## src/rtl/mem_port_arbiter.sv

```systemverilog
// mem_port_arbiter: shares one single-ported memory interface between the
// instruction bus and the data bus. Requests are serialised through a
// registered grant FSM; read data comes back with a one-cycle ready pulse.
// A dbus streak limiter keeps ibus from starving, and a timeout keeps a
// silent memory from hanging either requester.
//
// state   | meaning
// IDLE    | arbitrate; latch the winner's payload into the mem-side registers
// GRANT_I | ibus transaction outstanding on the memory port
// GRANT_D | dbus transaction outstanding on the memory port
// RESP    | one-cycle ready pulse to the granted side, no arbitration
module mem_port_arbiter #(
    parameter int unsigned MAX_DBUS_STREAK = 4,
    parameter int unsigned TIMEOUT         = 255,
    parameter logic [31:0] ERR_DATA        = 32'hDEAD_BEEF
) (
    input  logic        clk,
    input  logic        rst,
    input  logic        I_ibus_req,
    input  logic        I_ibus_we,
    input  logic [31:0] I_ibus_addr,
    input  logic [31:0] I_ibus_data,
    input  logic [3:0]  I_ibus_mask,
    output logic [31:0] O_ibus_data,
    output logic        O_ibus_ready,
    input  logic        I_dbus_req,
    input  logic        I_dbus_we,
    input  logic [31:0] I_dbus_addr,
    input  logic [31:0] I_dbus_data,
    input  logic [3:0]  I_dbus_mask,
    output logic [31:0] O_dbus_data,
    output logic        O_dbus_ready,
    output logic        O_mem_req,
    output logic        O_mem_we,
    output logic [31:0] O_mem_addr,
    output logic [31:0] O_mem_data,
    output logic [3:0]  O_mem_mask,
    input  logic [31:0] I_mem_data,
    input  logic        I_mem_ready,
    output logic        O_err
);

    typedef enum logic [1:0] {
        S_IDLE    = 2'd0,
        S_GRANT_I = 2'd1,
        S_GRANT_D = 2'd2,
        S_RESP    = 2'd3
    } state_t;

    localparam logic [3:0] STREAK_MAX = 4'(MAX_DBUS_STREAK);
    localparam logic [7:0] TMO_LIMIT  = 8'(TIMEOUT);

    state_t      state_q, state_d;
    logic [3:0]  streak_q, streak_d;
    logic [7:0]  tmo_q, tmo_d;
    logic        mem_req_q, mem_req_d;
    logic        mem_we_q, mem_we_d;
    logic [31:0] mem_addr_q, mem_addr_d;
    logic [31:0] mem_data_q, mem_data_d;
    logic [3:0]  mem_mask_q, mem_mask_d;
    logic [31:0] ibus_data_q, ibus_data_d;
    logic        ibus_ready_q, ibus_ready_d;
    logic [31:0] dbus_data_q, dbus_data_d;
    logic        dbus_ready_q, dbus_ready_d;
    logic        err_q, err_d;
    logic        grant_d_win;
    logic        tmo_hit;

    // dbus wins a contended IDLE cycle unless it has used up its streak
    assign grant_d_win = I_dbus_req && !(I_ibus_req && (streak_q == STREAK_MAX));
    assign tmo_hit     = (tmo_q + 8'd1) == TMO_LIMIT;

    // Next-state and next-output computation for the grant FSM
    always_comb begin
        state_d      = state_q;
        streak_d     = streak_q;
        tmo_d        = tmo_q;
        mem_req_d    = mem_req_q;
        mem_we_d     = mem_we_q;
        mem_addr_d   = mem_addr_q;
        mem_data_d   = mem_data_q;
        mem_mask_d   = mem_mask_q;
        ibus_data_d  = ibus_data_q;
        ibus_ready_d = 1'b0;
        dbus_data_d  = dbus_data_q;
        dbus_ready_d = 1'b0;
        err_d        = 1'b0;

        case (state_q)
            S_IDLE: begin
                if (grant_d_win) begin
                    state_d    = S_GRANT_D;
                    mem_req_d  = 1'b1;
                    mem_we_d   = I_dbus_we;
                    mem_addr_d = I_dbus_addr;
                    mem_data_d = I_dbus_data;
                    mem_mask_d = I_dbus_mask;
                    tmo_d      = 8'd0;
                    // contended win only happens below the limit, so +1 saturates at the limit
                    if (I_ibus_req) begin
                        streak_d = streak_q + 4'd1;
                    end
                end else if (I_ibus_req) begin
                    state_d    = S_GRANT_I;
                    mem_req_d  = 1'b1;
                    mem_we_d   = I_ibus_we;
                    mem_addr_d = I_ibus_addr;
                    mem_data_d = I_ibus_data;
                    mem_mask_d = I_ibus_mask;
                    tmo_d      = 8'd0;
                    streak_d   = 4'd0;
                end
            end
            S_GRANT_I, S_GRANT_D: begin
                if (I_mem_ready || tmo_hit) begin
                    // a ready arriving on the final count still counts as a normal completion
                    state_d   = S_RESP;
                    mem_req_d = 1'b0;
                    err_d     = !I_mem_ready;
                    if (state_q == S_GRANT_I) begin
                        ibus_ready_d = 1'b1;
                        ibus_data_d  = I_mem_ready ? I_mem_data : ERR_DATA;
                    end else begin
                        dbus_ready_d = 1'b1;
                        dbus_data_d  = I_mem_ready ? I_mem_data : ERR_DATA;
                    end
                end
                if (!I_mem_ready) begin
                    tmo_d = tmo_q + 8'd1;
                end
            end
            S_RESP: begin
                state_d = S_IDLE;
            end
            default: begin
                state_d = S_IDLE;
            end
        endcase
    end

    // State and registered-output update with asynchronous reset
    always_ff @(posedge clk or posedge rst) begin
        if (rst) begin
            state_q      <= S_IDLE;
            streak_q     <= 4'd0;
            tmo_q        <= 8'd0;
            mem_req_q    <= 1'b0;
            mem_we_q     <= 1'b0;
            mem_addr_q   <= 32'd0;
            mem_data_q   <= 32'd0;
            mem_mask_q   <= 4'd0;
            ibus_data_q  <= 32'd0;
            ibus_ready_q <= 1'b0;
            dbus_data_q  <= 32'd0;
            dbus_ready_q <= 1'b0;
            err_q        <= 1'b0;
        end else begin
            state_q      <= state_d;
            streak_q     <= streak_d;
            tmo_q        <= tmo_d;
            mem_req_q    <= mem_req_d;
            mem_we_q     <= mem_we_d;
            mem_addr_q   <= mem_addr_d;
            mem_data_q   <= mem_data_d;
            mem_mask_q   <= mem_mask_d;
            ibus_data_q  <= ibus_data_d;
            ibus_ready_q <= ibus_ready_d;
            dbus_data_q  <= dbus_data_d;
            dbus_ready_q <= dbus_ready_d;
            err_q        <= err_d;
        end
    end

    assign O_mem_req    = mem_req_q;
    assign O_mem_we     = mem_we_q;
    assign O_mem_addr   = mem_addr_q;
    assign O_mem_data   = mem_data_q;
    assign O_mem_mask   = mem_mask_q;
    assign O_ibus_data  = ibus_data_q;
    assign O_ibus_ready = ibus_ready_q;
    assign O_dbus_data  = dbus_data_q;
    assign O_dbus_ready = dbus_ready_q;
    assign O_err        = err_q;

endmodule

```

## config.mk

```make
export PLATFORM = sky130hd
export DESIGN_NAME = mem_port_arbiter
export DESIGN_NICKNAME = d
export VERILOG_FILES = /design/src/rtl/mem_port_arbiter.sv
export SDC_FILE = /design/constraint.sdc
export NUM_CORES = 1
export LEC_CHECK = 0
export ABC_AREA = 0
export BUFFER_PORTS_ARGS = -buffer_cell sky130_fd_sc_hd__buf_2
export CORE_UTILIZATION = 40
export DETAILED_ROUTE_END_ITERATION = 7
export GPL_ROUTABILITY_DRIVEN = 0
export PLACE_DENSITY = 0.79
export SLEW_MARGIN = 10
export SYNTH_ARGS = -nofsm -noshare
export SYNTH_HDL_FRONTEND = slang
export SYNTH_SLANG_ARGS = --single-unit
```

## constraint.sdc

```tcl
create_clock -name clk -period 8.7 [get_ports clk]
set_input_delay 0.435 -clock clk [delete_from_list [all_inputs] [get_ports clk]]
set_output_delay 0.435 -clock clk [all_outputs]
set_load 0.03 [all_outputs]
```

; Word-level counts from Yosys, hierarchy flattened
; Cells that the tools add are included.
[classes]
bitwise_logic = 1
n_mul = 0
order_cmp = 0
n_eq_ne = 8
shifts = 0
div = 0
add_sub_neg = 2
muxes = 32
n_reduce_logical = 16
[op_table]
columns = op, n
row1 = 2-to-1 mux 32 bit, 5
row2 = 2-to-1 mux 8 bit, 3
row3 = 2-to-1 mux 4 bit, 5
row4 = case mux 8 bit (2 select lines), 1
row5 = 2-to-1 mux 1 bit, 13
row6 = AND reduction 3 bit, 4
row7 = adder 8 x 1 -> 8 bit (second input constant), 1
row8 = == test 8 bit (second input constant), 1
row9 = 2-to-1 mux 2 bit, 3
row10 = case mux 2 bit (3 select lines), 1
row11 = AND reduction 2 bit, 3
row12 = adder 4 x 1 -> 4 bit (second input constant), 1
row13 = == test 2 bit (second input constant), 2
row14 = == test 4 x 3 -> 1 bit (second input constant), 1
row15 = inequality test 2 bit (second input constant), 2
row16 = nonzero test 2 bit, 2
row17 = inequality test 3 bit (second input constant), 1
row18 = == test 2 x 1 -> 1 bit (second input constant), 1
row19 = logical AND 1 bit, 2
row20 = logical NOT 1 bit, 2
row21 = logical NOT 2 bit, 1
row22 = case mux 1 bit (2 select lines), 1
row23 = OR reduction 2 bit, 1
row24 = logical OR 1 bit, 1
row25 = NOT 1 bit, 1
[totals]
input_bits = 175
n_memories = 0
mem_bits_ro = 0
output_inout_bits = 137
ram_bits = 0
latch_bits = 0
ff_bits = 151
wordCells = 72

; Logic depth before layout (Yosys ltp)
; Gate-level depths: netlist (run 1).
[depth]
word_depth = 6
ltp_mapped = 9
depth_no_buf = 7

; Worst setup path before layout (run 1)
; OpenSTA, ideal clock, no wires.
[synth_path]
path_type = register to register
start = reg state_q[0]
end = reg dbus_data_q[19] (netlist: O_dbus_data[19])
setup_slack_ns = 6.635
stages_incl_launch_ff = 10
t_arrival_ns = 1.931
path_buffers = 3
setup_ns = 0.134
synth_period_minus_slack_ns = 2.065
cell_sequence = dfrtp_1 -> inv_1 -> ha_1 -> clkbuf_1 -> nor2b_1 -> clkbuf_1 -> clkbuf_1 -> nand2_1 -> o21ai_0 -> a21oi_4
[synth_via]
elab_chain_len = 3
elab_cells_between_ends = 5
[synth_rtl]
columns = element, line
row1 = "start, declared", 53  ; state_t state_q, state_d;
row2 = "start signal, assigned", 158  ; state_q <= state_d;
row3 = == test 2 x 1 -> 1 bit or == test 2 bit (tied branches), "89, 120"
row4 = OR reduction 2 bit or NOT 1 bit (tied branches), --
row5 = AND reduction 3 bit (no line) *, --
row6 = "end signal, assigned", 168  ; dbus_data_q <= dbus_data_d;
row7 = "end, declared", 63  ; logic [31:0] dbus_data_q, dbus_data_d;
; Mark *: on every way between the ends. The rest lies on a longest branch, timed or not.
; A chain may end at the register's enable or synchronous reset.

; Final worst setup path (run 1)
[layout_path]
start = reg tmo_q[0]
end = reg dbus_data_q[16] (netlist: O_dbus_data[16])
[layout_via]
elab_chain_len = 4
[layout_rtl]
columns = element, line
row1 = "start, declared", 55  ; logic [7:0] tmo_q, tmo_d;
row2 = "start signal, assigned", 160  ; tmo_q <= tmo_d;
row3 = adder 8 x 1 -> 8 bit, 71  ; assign tmo_hit = (tmo_q + 8'd1) == TMO_LIMIT;
row4 = == test 8 bit, 71
row5 = logical OR 1 bit, 115  ; if (I_mem_ready || tmo_hit) begin
row6 = AND reduction 3 bit (no line), --
; No other way between the ends.

==> results of run 1 <==
-- flip-flops by register name, summed over array words and instances, names as in the netlist --
register and count:
O_mem_we 1, O_err 1, streak_q 4, state_q 2
O_dbus_ready 1, O_mem_mask 4, O_mem_addr 32, O_ibus_ready 1
O_ibus_data 32, O_dbus_data 32, O_mem_req 1, O_mem_data 32
tmo_q 8
-- power groups by stage --
| stage | combinational, W | clock (W) | sequential [W] |
|---|---|---|---|
| after floorplan | 0.000911 | 0 | 0.00182 |
| after global placement | 0.00203 | 0 | 0.00123 |
| after detailed placement | 0.00208 | 0 | 0.00124 |
| after CTS | 0.00208 | 0.000820 | 0.00123 |
| after global routing | 0.00224 | 0.000850 | 0.00128 |
| final | 0.00206 | 0.000801 | 0.00123 |
-- stage by stage --
stage	instance area (µm²)	total power, W	worst slack [ns]	utilization, %
after CTS	9830	0.00413	5.84	54.0
final	9840	0.00409	5.86	54.0
after global placement	9200	0.00325	5.98	50.5
after detailed placement	9200	0.00332	5.84	50.5
after floorplan	7540	0.00273	4.20	-
after global routing	9840	0.00436	5.64	54.0
-- layer usage --
metal | part of all wire, % | up-vias
li1 | - | 3265
met4 | 1.4 | 4
met2 | 51 | 246
met1 | 41 | 3010
met5 | 0.11 | -
met3 | 6.6 | 23
-- synth_stat cells (2+ instances only) --
library cell	n
and2_1	2
or4b_1	2
ha_1	7
nand3_1	7
mux2i_1	70
a21oi_1	21
a222oi_1	2
nor2b_1	4
clkbuf_1	40
buf_1	8
buf_12	3
and3_1	3
nand2b_1	3
a21oi_4	30
o21ai_1	43
dfrtp_1	151
o21ai_0	109
nor2_1	83
buf_2	3
nand2_1	158
o31ai_1	2
inv_1	6
a31o_1	16
-- cell type report --
class | instances | area share (%)
timing repair buffer | 317 | 16.3
multi-input combinational | 576 | 35.6
tap | 229 | 2.91
inverter | 7 | 0.318
sequential | 151 | 38.4
clock buffer | 17 | 4.32
clock inverter | 15 | 2.18
antenna | 1 | 0.0254
-- path summary, 6_finish.rpt --
kind	startpoint	to	slack, ns	cells after the start
max	tmo_q[0]	O_dbus_data[16]	5.86	7
min	rst	O_dbus_data[13]	0.18	2
max reg2reg	tmo_q[0]	O_dbus_data[16]	5.86	7
min reg2reg	O_mem_data[24]	O_mem_data[24]	0.47	2
max in group asynchronous	rst	O_mem_data[6]	7.16	3
min in group clk	I_dbus_data[14]	O_mem_data[14]	0.29	3
-- kinds of logic after synthesis --
logic type | after synthesis
muxes | 70
DFF | 151
adders and majority gates | 7
AOI/OAI and AO/OA | 228
buffers and inverters | 62
and+or+nand+nor | 269
xor gates and xnor gates | 2
-- placed cells by master (no fill, tap or decap), types with 3 or more instances in the layout --
cell type and instances:
nand2_1 157, buf_4 6, nor2_1 83, inv_1 5
a21oi_4 30, inv_6 5, ha_1 7, a21oi_1 21
nand3_1 7, buf_2 311, nor2b_1 3, o21ai_1 42
clkinvlp_4 3, and3_1 3, mux2i_1 70, dfrtp_1 151
o21ai_0 109, a31o_1 16, nand2b_1 3, bufinv_16 4
clkbuf_16 17
==> results.py, run 1 <==
metrics = {
    "run_status": {
        "status": "complete, but fails checks",
        "violations": "design-rule violations",
    },
    "drt": {
        "via_per_inst": 4.99,
        "antenna_left": 0,
        "drtIter0Drc": 307,
        "drc_errors": 2,
        "routedWlPerCell_um": 15.2,
        "vias": 6548,
        "wirelength_mm": 19.9,
        "drt_first_pass_iters": 6,
    },
    "cts": {
        "clockBufferDepth": 2,
        "cts_setup_buffers": 0,
        "cts-htree-levels": 4,
        "clk_latency_ns": 0.41,
        "cts_buffers": 17,
        "cts-root-buf": "clkbuf_16",
        "cts_resized": 0,
        "cts_tree": "yes",
        "cts.sinks": 151,
        "cts_hold_buf": 0,
        "clkTransAtPathRegs_ns": 0.06,
    },
    "floorplanning": {
        "die_area_um2": 19400,
        "start_util_pct": 41.4,
        "rows": 49,
        "ioPinCount": 312,
        "die_h_um": 139,
        "core_area_um2": 18200,
        "die_w_um": 139,
    },
    "setup_path": {
        "arrival_ns": 3.08,
        "crit_fanout": 51,
        "critPathLaunchType": "register",
        "end_kind": "register",
        "crit_type": "reg2reg",
        "cp_top_family": "buffers and inverters",
        "cp_cell_sequence": "ha_1, nand3_1, nor2_1, xnor2_1, or2_4, buf_4, a21oi_1",
        "crit_slowest_cell": "buf_4",
        "slowest_delay_ns": 0.79,
        "crit_required_ns": 8.94,
        "cp_num_buf_inv": 1,
    },
    "timing": {
        "finalSetupViolCount": 0,
        "timing.final.crit_period_ns": 2.84,
        "timing.slew.headroom_pct": 32.4,
        "final_hold_viol_count": 0,
        "rsz0062_at_grt": "no",
        "slew_viol_final": 0,
        "period_share_pct": 32.7,
        "timing.fmax_mhz": 352,
        "hold-worst-slack_ns": 0.179,
        "max_slew.worst_pin.slew_ns": 1.01,
        "fin_worst_skew_ns": 0.0107,
        "finalSetupTns_ns": 0,
    },
    "global_routing": {
        "grt_pass1_vias": 6156,
        "grtUsageMet1_pct": 25.6,
        "grt_usage_pct": 20.7,
        "antenna_found_initial": 3,
        "use_met2_pct": 35.7,
        "grt_overflow": 0,
        "busiest_layer": "met2",
        "grt_pass1_wl_mm": 31.7,
        "met3_usage_pct": 4.82,
        "grt_start_max_net_pins": 120,
    },
    "final_layout": {
        "fillCellCount": 1650,
        "final_cells": 1313,
        "drive_gt1_share_pct": 35.7,
        "area_delta_synth_final_pct": 30.5,
        "nets": 1252,
        "seq_area_um2": 3780,
        "multi_input_area_um2": 3500,
    },
    "synthesis": {
        "yosysSeqAreaShare_pct": 50.1,
        "synth_area_per_cell_um2": 9.56,
        "synthFlopType": "dfrtp_1",
        "yosysWarnings": 0,
        "synth-edff-count": 0,
        "synth-simple-area-share_pct": 14.5,
        "syn_nets": 971,
        "syn_area_um2": 7540,
        "synth.distinct_cells": 39,
        "synthCells": 789,
        "synth_compound_area_share_pct": 20.9,
        "synthMuxAreaShare_pct": 9.29,
        "synth-xor-area-share_pct": 0.232,
        "synth_fa_ha_area_share_pct": 1.16,
        "yosys.area.top_type": "dfrtp_1",
        "synth_top_family_by_area": "compound AO/OA/AOI/OAI gates",
        "async_flop_share_pct": 100,
        "synthTopCellsByArea": "dfrtp_1 50%, mux2i_1 9.3%, nand2_1 7.9%, o21ai_0 7.2%, a21oi_4 6.5%",
        "synth_top_area_share_pct": 50.1,
        "ys_seq_elements": 151,
    },
    "pwr": {
        "pwr-share-comb_pct": 50.3,
        "swShare_pct": 47.4,
        "power.leakage_nw": 4.91,
        "pwr-share-seq_pct": 30.1,
        "pwr-share-clk_pct": 19.6,
        "p_int_w": 0.00215,
        "ir_drop_mv": 0.168,
        "power.density_nw_per_um2": 416,
        "power_switching_w": 0.00194,
    },
    "placement": {
        "numPlacedInstances": 1280,
        "dpl.hpwl_mm": 14.5,
        "portBuffers": 311,
    },
    "worst_hold_path": {
        "hp-class": "in2async",
    },
    "run": {
        "drv_cap": 0,
    },
}
Note: power is estimated with default switching activity, not from simulation.
==> inputs of run 2 (changes only) <==
PLACE_DENSITY = 0.82   (was 0.79)
clock period = 2.6 ns   (was 8.7 ns; I/O delays follow)
==> results.py, run 2 (same netlist as run 1, synthesis figures left out) <==
metrics = {
    "floorplanning": {
        "die_area_um2": 19400,
        "ioPinCount": 312,
        "die_w_um": 139,
        "core_area_um2": 18200,
        "die_h_um": 139,
        "rows": 49,
        "start_util_pct": 41.4,
    },
    "run_status": {
        "status": "complete, but fails checks",
        "violations": "design-rule violations",
    },
    "drt": {
        "wirelength_mm": 22.0,
        "routedWlPerCell_um": 15.8,
        "drt_first_pass_iters": 8,
        "drtIter0Drc": 313,
        "drc_errors": 1,
        "via_per_inst": 5.10,
        "antenna_left": 0,
        "vias": 7106,
    },
    "setup_path": {
        "end_kind": "register",
        "cp_num_buf_inv": 3,
        "slowest_delay_ns": 0.60,
        "rrSetupSlack_ns": 0.17,
        "crit_fanout": 44,
        "crit_type": "reg2reg",
        "crit_required_ns": 2.89,
        "arrival_ns": 2.71,
        "critPathLaunchType": "register",
        "crit_slowest_cell": "dlygate4sd3_1",
        "cp_top_family": "buffers and inverters",
        "cp_cell_sequence": "inv_1, ha_1, nand4b_1, nand2_8, buf_12, mux2i_1, dlygate4sd3_1, o21ai_0",
    },
    "final_layout": {
        "final_cell_mix": "311 x buf_2, 157 x nand2_1, 151 x dfrtp_1",
        "nets": 1330,
        "layout_commonest_cell": "buf_2",
        "stdcell_area_um2": 10600,
        "area_delta_synth_final_pct": 41.1,
        "drive_gt1_share_pct": 33.7,
    },
    "timing": {
        "timing.slew.headroom_pct": 23.6,
        "timing.fmax_mhz": 412,
        "max_slew.worst_pin.slew_ns": 1.14,
        "finalSetupTns_ns": 0,
        "final_hold_viol_count": 0,
        "period_share_pct": 93.3,
        "finalSetupViolCount": 0,
        "slew_viol_final": 0,
        "fin_worst_skew_ns": 0.00991,
        "rsz0062_at_grt": "no",
        "timing.final.crit_period_ns": 2.43,
    },
    "global_routing": {
        "grt_usage_pct": 22.9,
        "grt_overflow": 0,
        "grt_start_max_net_pins": 88,
        "grt_pass1_wl_mm": 35.0,
        "antenna_found_initial": 3,
        "grt_pass1_vias": 7039,
    },
    "worst_hold_path": {
        "hp-class": "in2reg",
    },
    "cts": {
        "cts-root-buf": "clkbuf_16",
        "clockBufferDepth": 2,
        "cts-htree-levels": 4,
        "clkTransAtPathRegs_ns": 0.07,
        "cts.sinks": 151,
        "cts_tree": "yes",
        "clk_latency_ns": 0.42,
        "cts_buffers": 17,
    },
    "pwr": {
        "power.density_nw_per_um2": 1300,
        "ir_drop_mv": 0.494,
        "power.leakage_nw": 5.25,
    },
    "run": {
        "drv_cap": 0,
    },
    "placement": {
        "dpl.hpwl_mm": 14.6,
        "place_area_um2": 9280,
        "portBuffers": 311,
    },
}
run 2: cell types whose count changed in the layout (fill, tap and decap cells not counted), sizes merged:
cell,change
dlygate4sd3,+72
buf,+6
inv,-4
clkbuf,+3
clkinv,+3
clkinvlp,-1
bufinv,-1
diode,+2
run 2: repair_timing:
item | 4_1_cts | 5_1_grt
endpoints found under the setup margin | 0 | 24
hold buffers | 72 | 0
resized for setup | 0 | 1
hold endpoints to repair | 128 | 0
buffers inserted | 0 | 1
run 2: through the flow:
step | utilization, % | setup WS, ns | hold slack (ns) | power (W) | std cells
after global routing | 58.4 | 0.0272 | 0.00382 | 0.0147 | 1393
after global placement | 51.0 | 0.433 | 0.294 | 0.0109 | 1285
final | 58.4 | 0.174 | 0.0186 | 0.0138 | 1393
after detailed placement | 51.0 | 0.331 | 0.311 | 0.0112 | 1285
after floorplan | - | 0.535 | 0.310 | 0.00914 | 789
after CTS | 58.3 | 0.102 | 0.000197 | 0.0139 | 1389
run 2: layout make-up:
cell class	count	area, µm²
antenna	3	7.51
tap	229	287
inverter	7	30.0
clock inverter	12	166
sequential	151	3780
fill	1494	7570
timing repair buffer	395	2420
multi-input combinational	576	3510
clock buffer	20	447
run 2: final timing paths:
| path | start | end | cells after the start |
|---|---|---|---|
| min reg2reg | O_mem_data[1] | O_mem_data[1] | 2 |
| min in group asynchronous | rst | O_ibus_data[10] | 4 |
| max | streak_q[0] | O_mem_data[24] | 8 |
| max in group asynchronous | rst | O_mem_addr[14] | 4 |
| max reg2reg | streak_q[0] | O_mem_data[24] | 8 |
| min | I_dbus_mask[3] | O_mem_mask[3] | 3 |
run 2: power by group:
part	total, W	internal (W)	leakage (nW)	switching, W
logic	0.00712	0.00226	3.08	0.00487
clock network	0.00257	0.00155	0.297	0.00101
registers	0.00415	0.00345	1.88	0.000707
total	0.0138	0.00726	5.25	0.00659
run 2: layer usage:
layer / track usage (%) / share of wire, % / vias to the layer above
met5: 0 / 0 / -
met1: 26.8 / 40 / 3338
met3: 5.68 / 6.4 / 52
met4: 11.3 / 4.2 / 0
met2: 39.0 / 49 / 302
li1: - / - / 3414
run 2: worst min-delay path: cells and delay by family:
kind	cells	cell delay, ns
AO/OA/AOI/OAI	1	0.11
buffers and inverters	1	0.08
multiplexers	1	0.07
